[config.mk]
export PLATFORM = sky130hd
export DESIGN_NAME = pipe_rca
export DESIGN_NICKNAME = d
export VERILOG_FILES = /design/src/rtl/pipe_rca.sv
export SDC_FILE = /design/constraint.sdc
export NUM_CORES = 1
export LEC_CHECK = 0
export CAP_MARGIN = 25
export CORE_MARGIN = 5
export CORE_UTILIZATION = 49
export CTS_BUF_LIST = sky130_fd_sc_hd__clkbuf_8
export CTS_CLUSTER_DIAMETER = 120
export DETAILED_ROUTE_END_ITERATION = 8
export GPL_ROUTABILITY_DRIVEN = 0
export PLACE_DENSITY_LB_ADDON = 0.12
export SYNTH_ARGS = -nofsm -noshare
export SYNTH_HDL_FRONTEND = slang
export SYNTH_SLANG_ARGS = --single-unit
[constraint.sdc]
create_clock -name clk -period 2.1 [get_ports clk]
set_input_delay 0.63 -clock clk [delete_from_list [all_inputs] [get_ports clk]]
set_output_delay 0.63 -clock clk [all_outputs]
set_load 0.005 [all_outputs]
[src/rtl/pipe_rca.sv]
// pipe_rca: pipelined ripple-carry adder/subtractor with valid/ready flow control.
//
// The WIDTH-bit operation is split into STAGES chunks of CHUNK = WIDTH/STAGES
// bits. Stage k ripples chunk k using the carry registered by stage k-1, so no
// carry path crosses a stage register. Each stage carries forward the result
// chunks already computed and the operand chunks still to be processed.
//
// Ports:
//   clk        rising-edge clock
//   rst_n      asynchronous active-low reset
//   x, y       operands A and B (WIDTH bits)
//   ci         carry-in (borrow-in when sub=1)
//   sub        0 = add, 1 = subtract (B = ~y, cin = ci ^ sub)
//   in_valid   operand set valid
//   in_ready   operand set accepted when in_valid && in_ready
//   s          result (WIDTH bits), registered
//   co         carry-out of MSB (subtract: 1 = no borrow)
//   ov         two's-complement signed overflow
//   out_valid  s/co/ov valid
//   out_ready  consumer accepts the result
module pipe_rca #(
    parameter int WIDTH  = 16,
    parameter int STAGES = 4
) (
    input  logic             clk,
    input  logic             rst_n,
    input  logic [WIDTH-1:0] x,
    input  logic [WIDTH-1:0] y,
    input  logic             ci,
    input  logic             sub,
    input  logic             in_valid,
    output logic             in_ready,
    output logic [WIDTH-1:0] s,
    output logic             co,
    output logic             ov,
    output logic             out_valid,
    input  logic             out_ready
);

    localparam int CHUNK = WIDTH / STAGES;

    logic [WIDTH-1:0]  b_in;
    logic              c_in;
    logic [STAGES-1:0] v_q, v_d;
    logic [STAGES-1:0] adv;
    logic [STAGES-1:0] ld;
    logic              can_take;
    logic              co_q, ov_q;

    always_comb begin
        b_in = sub ? ~y : y;
        c_in = ci ^ sub;
    end

    // Walk from the output back to the input: can_take is "the stage below
    // this point can accept a new entry this cycle" (empty or draining).
    always_comb begin
        adv      = '0;
        ld       = '0;
        can_take = out_ready;
        for (int unsigned i = 0; i < STAGES; i++) begin
            adv[STAGES-1-i] = v_q[STAGES-1-i] && can_take;
            can_take        = !v_q[STAGES-1-i] || adv[STAGES-1-i];
        end
        ld[0] = in_valid && can_take;
        for (int unsigned k = 1; k < STAGES; k++) begin
            ld[k] = adv[k-1];
        end
        v_d = ld | (v_q & ~adv);
    end

    assign in_ready = can_take;

    always_ff @(posedge clk or negedge rst_n) begin
        if (!rst_n) begin
            v_q <= '0;
        end else begin
            v_q <= v_d;
        end
    end

    for (genvar k = 0; k < STAGES; k++) begin : g_stage
        localparam int LO = k * CHUNK;       // result bits already finished below this stage
        localparam int UP = WIDTH - LO;      // operand bits still to be processed

        logic [UP-1:0]         ux, ub;
        logic                  uc;
        logic [CHUNK:0]        sum;
        logic [LO+CHUNK-1:0]   s_d, s_q;

        if (k == 0) begin : g_src
            assign ux  = x;
            assign ub  = b_in;
            assign uc  = c_in;
            assign s_d = sum[CHUNK-1:0];
        end else begin : g_src
            assign ux  = g_stage[k-1].g_fwd.x_q;
            assign ub  = g_stage[k-1].g_fwd.b_q;
            assign uc  = g_stage[k-1].g_fwd.c_q;
            assign s_d = {sum[CHUNK-1:0], g_stage[k-1].s_q};
        end

        always_comb begin
            sum = {1'b0, ux[CHUNK-1:0]} + {1'b0, ub[CHUNK-1:0]} + {{CHUNK{1'b0}}, uc};
        end

        // Data registers load only with valid data, so the last stage keeps
        // reading zero after reset until the first result arrives.
        always_ff @(posedge clk or negedge rst_n) begin
            if (!rst_n) begin
                s_q <= '0;
            end else if (ld[k]) begin
                s_q <= s_d;
            end
        end

        if (k < STAGES - 1) begin : g_fwd
            logic [UP-CHUNK-1:0] x_q, b_q;
            logic                c_q;

            always_ff @(posedge clk or negedge rst_n) begin
                if (!rst_n) begin
                    x_q <= '0;
                    b_q <= '0;
                    c_q <= 1'b0;
                end else if (ld[k]) begin
                    x_q <= ux[UP-1:CHUNK];
                    b_q <= ub[UP-1:CHUNK];
                    c_q <= sum[CHUNK];
                end
            end
        end else begin : g_last
            // Here UP == CHUNK, so bit CHUNK-1 is the operand/result MSB.
            always_ff @(posedge clk or negedge rst_n) begin
                if (!rst_n) begin
                    co_q <= 1'b0;
                    ov_q <= 1'b0;
                end else if (ld[k]) begin
                    co_q <= sum[CHUNK];
                    ov_q <= (ux[CHUNK-1] == ub[CHUNK-1]) && (sum[CHUNK-1] != ux[CHUNK-1]);
                end
            end
        end
    end

    assign s         = g_stage[STAGES-1].s_q;
    assign co        = co_q;
    assign ov        = ov_q;
    assign out_valid = v_q[STAGES-1];

endmodule

==> summary.md, run 1 <==
| Metric | Value |
|---|---|
| Status | `completed` |
| Final min period | `2041 ps` |
| Worst EP arrival | `~1400 ps` |
| Initial core utilization | `0.4978` |
| Setup TNS | `0 ps` |
| Syn avg cell area | `approximately 14 sq um` |
| Num CTS Buffers | `9` |
| Worst setup SP type | `primary input` |
| Drt drc | `0` |
| Total number of vias | `2474` |
| CTS max path bufs | `2` |
| Vias in the first global route | `2673` |
| Number of antenna violations at the first check in global routing | `0` |
| R2R Path Start | `g_stage[0].g_fwd.x_q[0]` |
| Cell area power density | `1169 mW/mm^2` |
| Area leader, netlist | `dfrtp_1` |
| Post-layout util | `0.6205` |
| Part of the cycle the worst path needs | `0.9721` |
| Register area share after synthesis | `0.5646` |
| Warnings from Yosys | `0` |
| CORE AREA | `0.008636 sq mm` |
| CTS Sinks | `97` |
| Final Power | `6.266 mW` |
| CP bufs+invs | `2` |
| CTS clk-pin slew, worst paths | `90 ps` |
| Post-route design area | `approximately 0.0054 sq mm` |
| Initial DRC count | `45` |
| Post-route clock skew | `between 15 and 20 ps` |
| Slowest CP cell | `dlygate4sd2_1` |
| Global-route wire length before repair | `between 10 and 15 mm` |
| Num rows | `34` |
| Post-DR vias/cell | `5.008` |
| Max-slew violations | `0` |
| Crit path cell chain | `dlygate4sd2_1, nand4b_4, or2_4, buf_2` |
| Final WL | `approximately 7.4 mm` |
| Drt first pass iters | `4` |
| Worst-margin pin slew | `315.0 ps` |
| Fmax | `489.8 MHz` |
| Crit end category | `primary output` |
| CP peak stage delay | `240 ps` |
| DP HPWL | `5.226 mm` |
| Placed cell area | `0.005120 sq mm` |
| GRT Total Usage | `0.1459` |
| IO Pins | `between 50 and 60` |
| Top cell type's share of synthesized area | `0.5646` |
| Syn-to-layout area delta | `24.65%` |
| Pin count of the biggest net entering global routing | `61` |
| DRT antenna net count | `0` |
| Root Buffer | `clkbuf_8` |
| RSZ-0062 raised after global routing | `false` |
| Netlist cell types | `26` |
| Worst-case reg-to-reg path depth | `5` |
| Setup violators final | `0` |
| WP data required | `1470 ps` |
| Die X | `103.7 um` |
| Post-CTS Hold Buffers | `0` |
| Max FO, Critical Path | `2` |
| Total grt overflow | `0` |
| Final Instance Count excl. Fillers | `a little under 500` |
| Clock Latency Late Sink | `350 ps` |
| Cells after DPL | `478` |
| Leak | `around 2.4 nW` |
| Avg WL per Cell | `14.94 um` |
| Max H-tree Level | `3` |
| Die ar. | `roughly 0.011 sq mm` |
| RR Endpoint | `g_stage[1].g_fwd.c_q` |
| Worst Hold Class | `in2async` |
| Die Ht | `103.7 um` |
| Fin nets | `439` |
| Layout cell share with drive strength beyond 1 | `0.2927` |
| IO Port Bufs | `between 50 and 60` |
| R2R Setup Slk | `300 ps` |
| Antenna cell count | `0` |
| Max Cap Viol | `0` |
| Max_slew headroom | `0.7900` |
| CP top delay family | `simple AND/OR/NAND/NOR gates` |
| CTS tree | `built` |
| Hold Fails Final Rpt | `0` |
| Mapped Nets | `365` |
| VDD IR-drop max | `0.4210 mV` |
| Largest cells by area after synthesis | `dfrtp_1 (56%), mux2_2 (15%), fa_1 (3.7%)` |
| Synth Cell Area | `0.004299 sq mm` |
| Synthesized instance count | `307` |
| #FFs+latches synth | `97` |
| CP Class | `in2out` |
## state kept, by name, indices dropped and copies added (netlist names)
register,flops
g_stage.s_q,24
v_q,4
g_stage.g_fwd.c_q,3
ov,1
s,16
g_stage.g_fwd.b_q,24
g_stage.g_fwd.x_q,24
co,1
## layer usage
| metal | track usage | vias up | share of wire |
|---|---|---|---|
| met4 | 0.04163 | 0 | 0.014 |
| met1 | 0.1856 | 1225 | 0.45 |
| met5 | 0 | - | 0 |
| met3 | 0.04353 | 10 | 0.044 |
| met2 | 0.2423 | 47 | 0.49 |
| li1 | - | 1192 | - |
## what timing repair did
item / CTS / global route
setup endpoints to repair: 5 / 1
buffers inserted: 0 / 0
endpoints found under the hold margin: 0 / 0
pin swaps: 2 / 3
gates resized for setup: 8 / 5
## how the worst max path moves through the flow
stage / start / to / cells after the start
global route: out_ready / in_ready / 4
global placement: sub / g_stage[0].g_fwd.c_q / 7
finish: out_ready / in_ready / 4
floorplan: sub / g_stage[0].g_fwd.c_q / 8
CTS: ci / g_stage[0].g_fwd.c_q / 7
detailed placement: sub / g_stage[0].g_fwd.c_q / 7
## worst register-to-register path: stages, from the launching register on
cell and delay (ps):
dfrtp_1 410, fa_1 470, fa_1 430, a21o_1 180, a21oi_1 120, o21ai_0 80
## cell usage in the layout (no fill, tap or decap), types with 3 or more instances in the layout
| cell type | instances |
|---|---|
| nand2_1 | 29 |
| mux2_2 | 57 |
| clkdlybuf4s50_1 | 51 |
| buf_12 | 5 |
| o21ai_0 | 23 |
| buf_4 | 14 |
| a21o_1 | 8 |
| xnor2_1 | 15 |
| xor2_1 | 9 |
| fa_1 | 6 |
| inv_1 | 8 |
| ha_1 | 12 |
| bufinv_16 | 3 |
| clkbuf_8 | 9 |
| dfrtp_1 | 97 |
| mux2_4 | 10 |
| a21oi_1 | 6 |
## report_power, final
group | internal, mW | switching (mW) | total (mW)
combinational | 1.24 | 0.751 | 1.99
clock | 0.783 | 0.606 | 1.39
sequential | 2.52 | 0.364 | 2.88
## area by class of cell
class                      instances  area (sq um)
sequential                        97          2427
inverter                           6         22.52
timing repair buffer              75         755.7
clock inverter                     7         111.4
multi-input combinational        192          1783
tap                              108         135.1
fill                             684          3277
clock buffer                       9         123.9
## logic make-up after synthesis
logic type                 count (synthesis)  synth area share
adders and majority gates                 20           0.07218
AOI/OAI and AO/OA                         45           0.06170
and+or+nand+nor                           34           0.03667
buffers and inverters                     18           0.02765
DFF                                       97            0.5646
xor gates and xnor gates                  26           0.05297
muxes                                     67            0.1842
## Yosys cell counts (all sizes together)
library cell,number
a21o,8
a21oi,8
buf,10
clkbuf,2
dfrtp,97
fa,8
ha,12
inv,6
mux2,67
nand2,30
nand2b,2
nand4b,1
o21ai,27
o21bai,1
o31ai,1
or2,1
xnor2,15
xor2,11
## per-stage QoR
step	hold slack, ps	setup slack (ps)
after global routing	174.7	28.96
after detailed placement	464.8	-569.9
final	170.4	58.55
after CTS	163.3	39.66
after global placement	455.8	-548.0
after floorplan	334.4	-187.2
No activity file was read; power rests on OpenSTA's default activity.
==> run 2: changes to the inputs <==
Settings changed: HOLD_SLACK_MARGIN from default to 0.03, SLEW_MARGIN from default to 20.
==> results of run 2 <==
Same layout as run 1: the final DEF is identical, and so are final timing and power.
==> run 3: changes to the inputs <==
Settings changed: SETUP_SLACK_MARGIN from default to 0.05.
==> run 3 against run 2 <==
Effect of this change:
- total power down 5.5%
- core utilization down 0.74 points
- combinational power about the same
- die area unchanged
- worst hold slack better by 150 ps
- sequential cell count unchanged
- global-route usage down 0.38 points
- critical path type unchanged
==> summary.md, run 3 (same netlist as run 1, synthesis figures left out) <==
| Metric | Value |
|---|---|
| IO Pins | `58 (unchanged)` |
| CP Class | `in2out` |
| Setup violators final | `0 (unchanged)` |
| Leak | `2.385 nW (-1.4%)` |
| GRT Total Usage | `0.1422 (-0.003794)` |
| CTS tree | `built` |
| RSZ-0062 raised after global routing | `false` |
| Cells after DPL | `477 (-0.21%)` |
| Hold Fails Final Rpt | `0 (unchanged)` |
| Part of the cycle the worst path needs | `0.9628 (-0.009324)` |
| Final min period | `2022 ps (-19.58 ps)` |
| CORE AREA | `0.008636 sq mm (unchanged)` |
| Most common cell after layout, fill and taps aside | `dfrtp_1` |
| Die ar. | `0.01075 sq mm (unchanged)` |
| Max FO, Critical Path | `2 (unchanged)` |
| Fmax | `494.6 MHz (+0.97%)` |
| Avg WL per Cell | `14.53 um (-2.7%)` |
| Root Buffer | `clkbuf_8` |
| Max-slew violations | `0 (unchanged)` |
| Sw Ratio | `0.2870 (+0.01234)` |
| DP HPWL | `5.031 mm (-3.7%)` |
| Most frequent cells in the layout | `dfrtp_1 (97), mux2_2 (57), clkdlybuf4s50_1 (51)` |
| Die Ht | `103.7 um (unchanged)` |
| Total number of vias | `2463 (-0.44%)` |
| Status | `completed` |
| Vias in the first global route | `2609 (-2.4%)` |
| Die X | `103.7 um (unchanged)` |
| Worst-margin pin slew | `499.0 ps (+184.0 ps)` |
| Drt first pass iters | `4 (unchanged)` |
| Num rows | `34 (unchanged)` |
| Int Power | `4.223 mW (-7.1%)` |
| Largest regs | `g_stage.g_fwd.b_q x24, g_stage.g_fwd.x_q x24, g_stage.s_q x24` |
| CTS Sinks | `97 (unchanged)` |
| Global-route wire length before repair | `12.45 mm (-3.5%)` |
| Syn-to-layout area delta | `23.17%` |
| Final WL | `7.190 mm (-2.5%)` |
| IO Port Bufs | `57 (unchanged)` |
| Crit end category | `primary output` |
| WP data required | `1470 ps (about the same)` |
| Drt drc | `0 (unchanged)` |
| Post-route design area | `0.005295 sq mm (-1.2%)` |
| Pre-CTS setup slack | `-569.1 ps (+0.7520 ps)` |
| Num CTS Buffers | `9 (unchanged)` |
| Initial core utilization | `0.4978 (unchanged)` |
| Total grt overflow | `0 (unchanged)` |
| Max H-tree Level | `3 (unchanged)` |
| Clock Latency Late Sink | `350 ps (about the same)` |
| Max_slew headroom | `0.6673 (-0.1227)` |
| Final Instance Count excl. Fillers | `495 (+0.20%)` |
| Sequential power share | `0.487 (+0.027)` |
| Switching power | `1.700 mW (-1.2%)` |
| Clock share of power | `0.177 (-0.045)` |
| VDD IR-drop max | `0.4118 mV (-2.2%)` |
| DRT antenna net count | `0 (unchanged)` |
| Number of antenna violations at the first check in global routing | `0 (unchanged)` |
| Post-CTS Hold Buffers | `0 (unchanged)` |
| Setup TNS | `0 ps (unchanged)` |
| Placed cell area | `0.005112 sq mm (-0.15%)` |
| Worst EP arrival | `1390 ps (-20 ps)` |
| Initial DRC count | `67 (+49%)` |
| CTS max path bufs | `2 (unchanged)` |
| Fin nets | `440 (+0.23%)` |
| Worst Hold Class | `in2async` |
| Post-DR vias/cell | `4.976 (-0.65%)` |
| Max Cap Viol | `0 (unchanged)` |
| Worst setup SP type | `primary input` |
| Gate power share | `0.336 (+0.018)` |
| Post-route clock skew | `10.68 ps (-4.428 ps)` |
| Cell area power density | `1119 mW/mm^2 (-4.3%)` |
| Final Power | `5.923 mW (-5.5%)` |
| CTS clk-pin slew, worst paths | `80 ps (about the same)` |
| Layout cell share with drive strength beyond 1 | `0.2920 (-0.0007564)` |
| Antenna cell count | `0 (unchanged)` |
| Fin worst setup slack | `78.13 ps (+19.58 ps)` |
| Pin count of the biggest net entering global routing | `98 (+61%)` |
## run 3: through the flow
| stage | util | hold WS, ps |
|---|---|---|
| after floorplan | - | 334.4 |
| after global placement | 0.5920 | 459.5 |
| after detailed placement | 0.5920 | 466.8 |
| after CTS | 0.6127 | 337.5 |
| after global routing | 0.6132 | 349.1 |
| final | 0.6132 | 317.8 |
## run 3: worst paths after layout
kind                                         start                      end  slack [ps]  cells past startpoint
max in group asynchronous                    rst_n                     s[7]        1400                      2
min in group clk           g_stage[0].g_fwd.b_q[8]  g_stage[0].g_fwd.b_q[8]         480                      2
max reg2reg                g_stage[0].g_fwd.x_q[0]     g_stage[1].g_fwd.c_q         270                      5
min                                          rst_n                    s[13]         320                      2
max                                      out_ready                 in_ready          80                      4
min reg2reg                g_stage[0].g_fwd.b_q[8]  g_stage[0].g_fwd.b_q[8]         480                      2
## run 3: per-layer routing
metal	vias up	global-route usage	share of wire
li1	1199	-	-
met1	1212	0.1763	0.45
met2	46	0.2382	0.49
met3	6	0.04913	0.045
met4	0	0.03608	0.010
met5	-	0	0
## run 3: layout make-up
class                   instances  area (sq um)
well taps                     108         135.1
multi-input cells             192          1772
fillers                       709          3341
repair buffers                 76         765.7
clock inverters                 6         35.03
clock buffers                  10         137.6
flip-flops and latches         97          2427
inverters                       6         22.52
## run 3: repair_timing
action / 4_1_cts / 5_1_grt
gates cloned: 0 / 0
pin swaps: 6 / 2
gates resized for setup: 10 / 2
buffers inserted: 1 / 1
endpoints found under the setup margin: 5 / 2
## run 3: critical path, cell delays in order
cell	delay (ps)
dlygate4sd2_1	240
nand4b_4	160
or2_4	250
buf_6	120
## run 3: power groups by stage
stage / Clock (mW) / Sequential, mW / Combinational [mW]
after floorplan: 0 / 2.84 / 1.29
after global routing: 1.17 / 2.97 / 2.25
after global placement: 0 / 2.91 / 1.97
after detailed placement: 0 / 2.93 / 2.03
final: 1.05 / 2.88 / 1.99
after CTS: 1.10 / 2.89 / 2.04
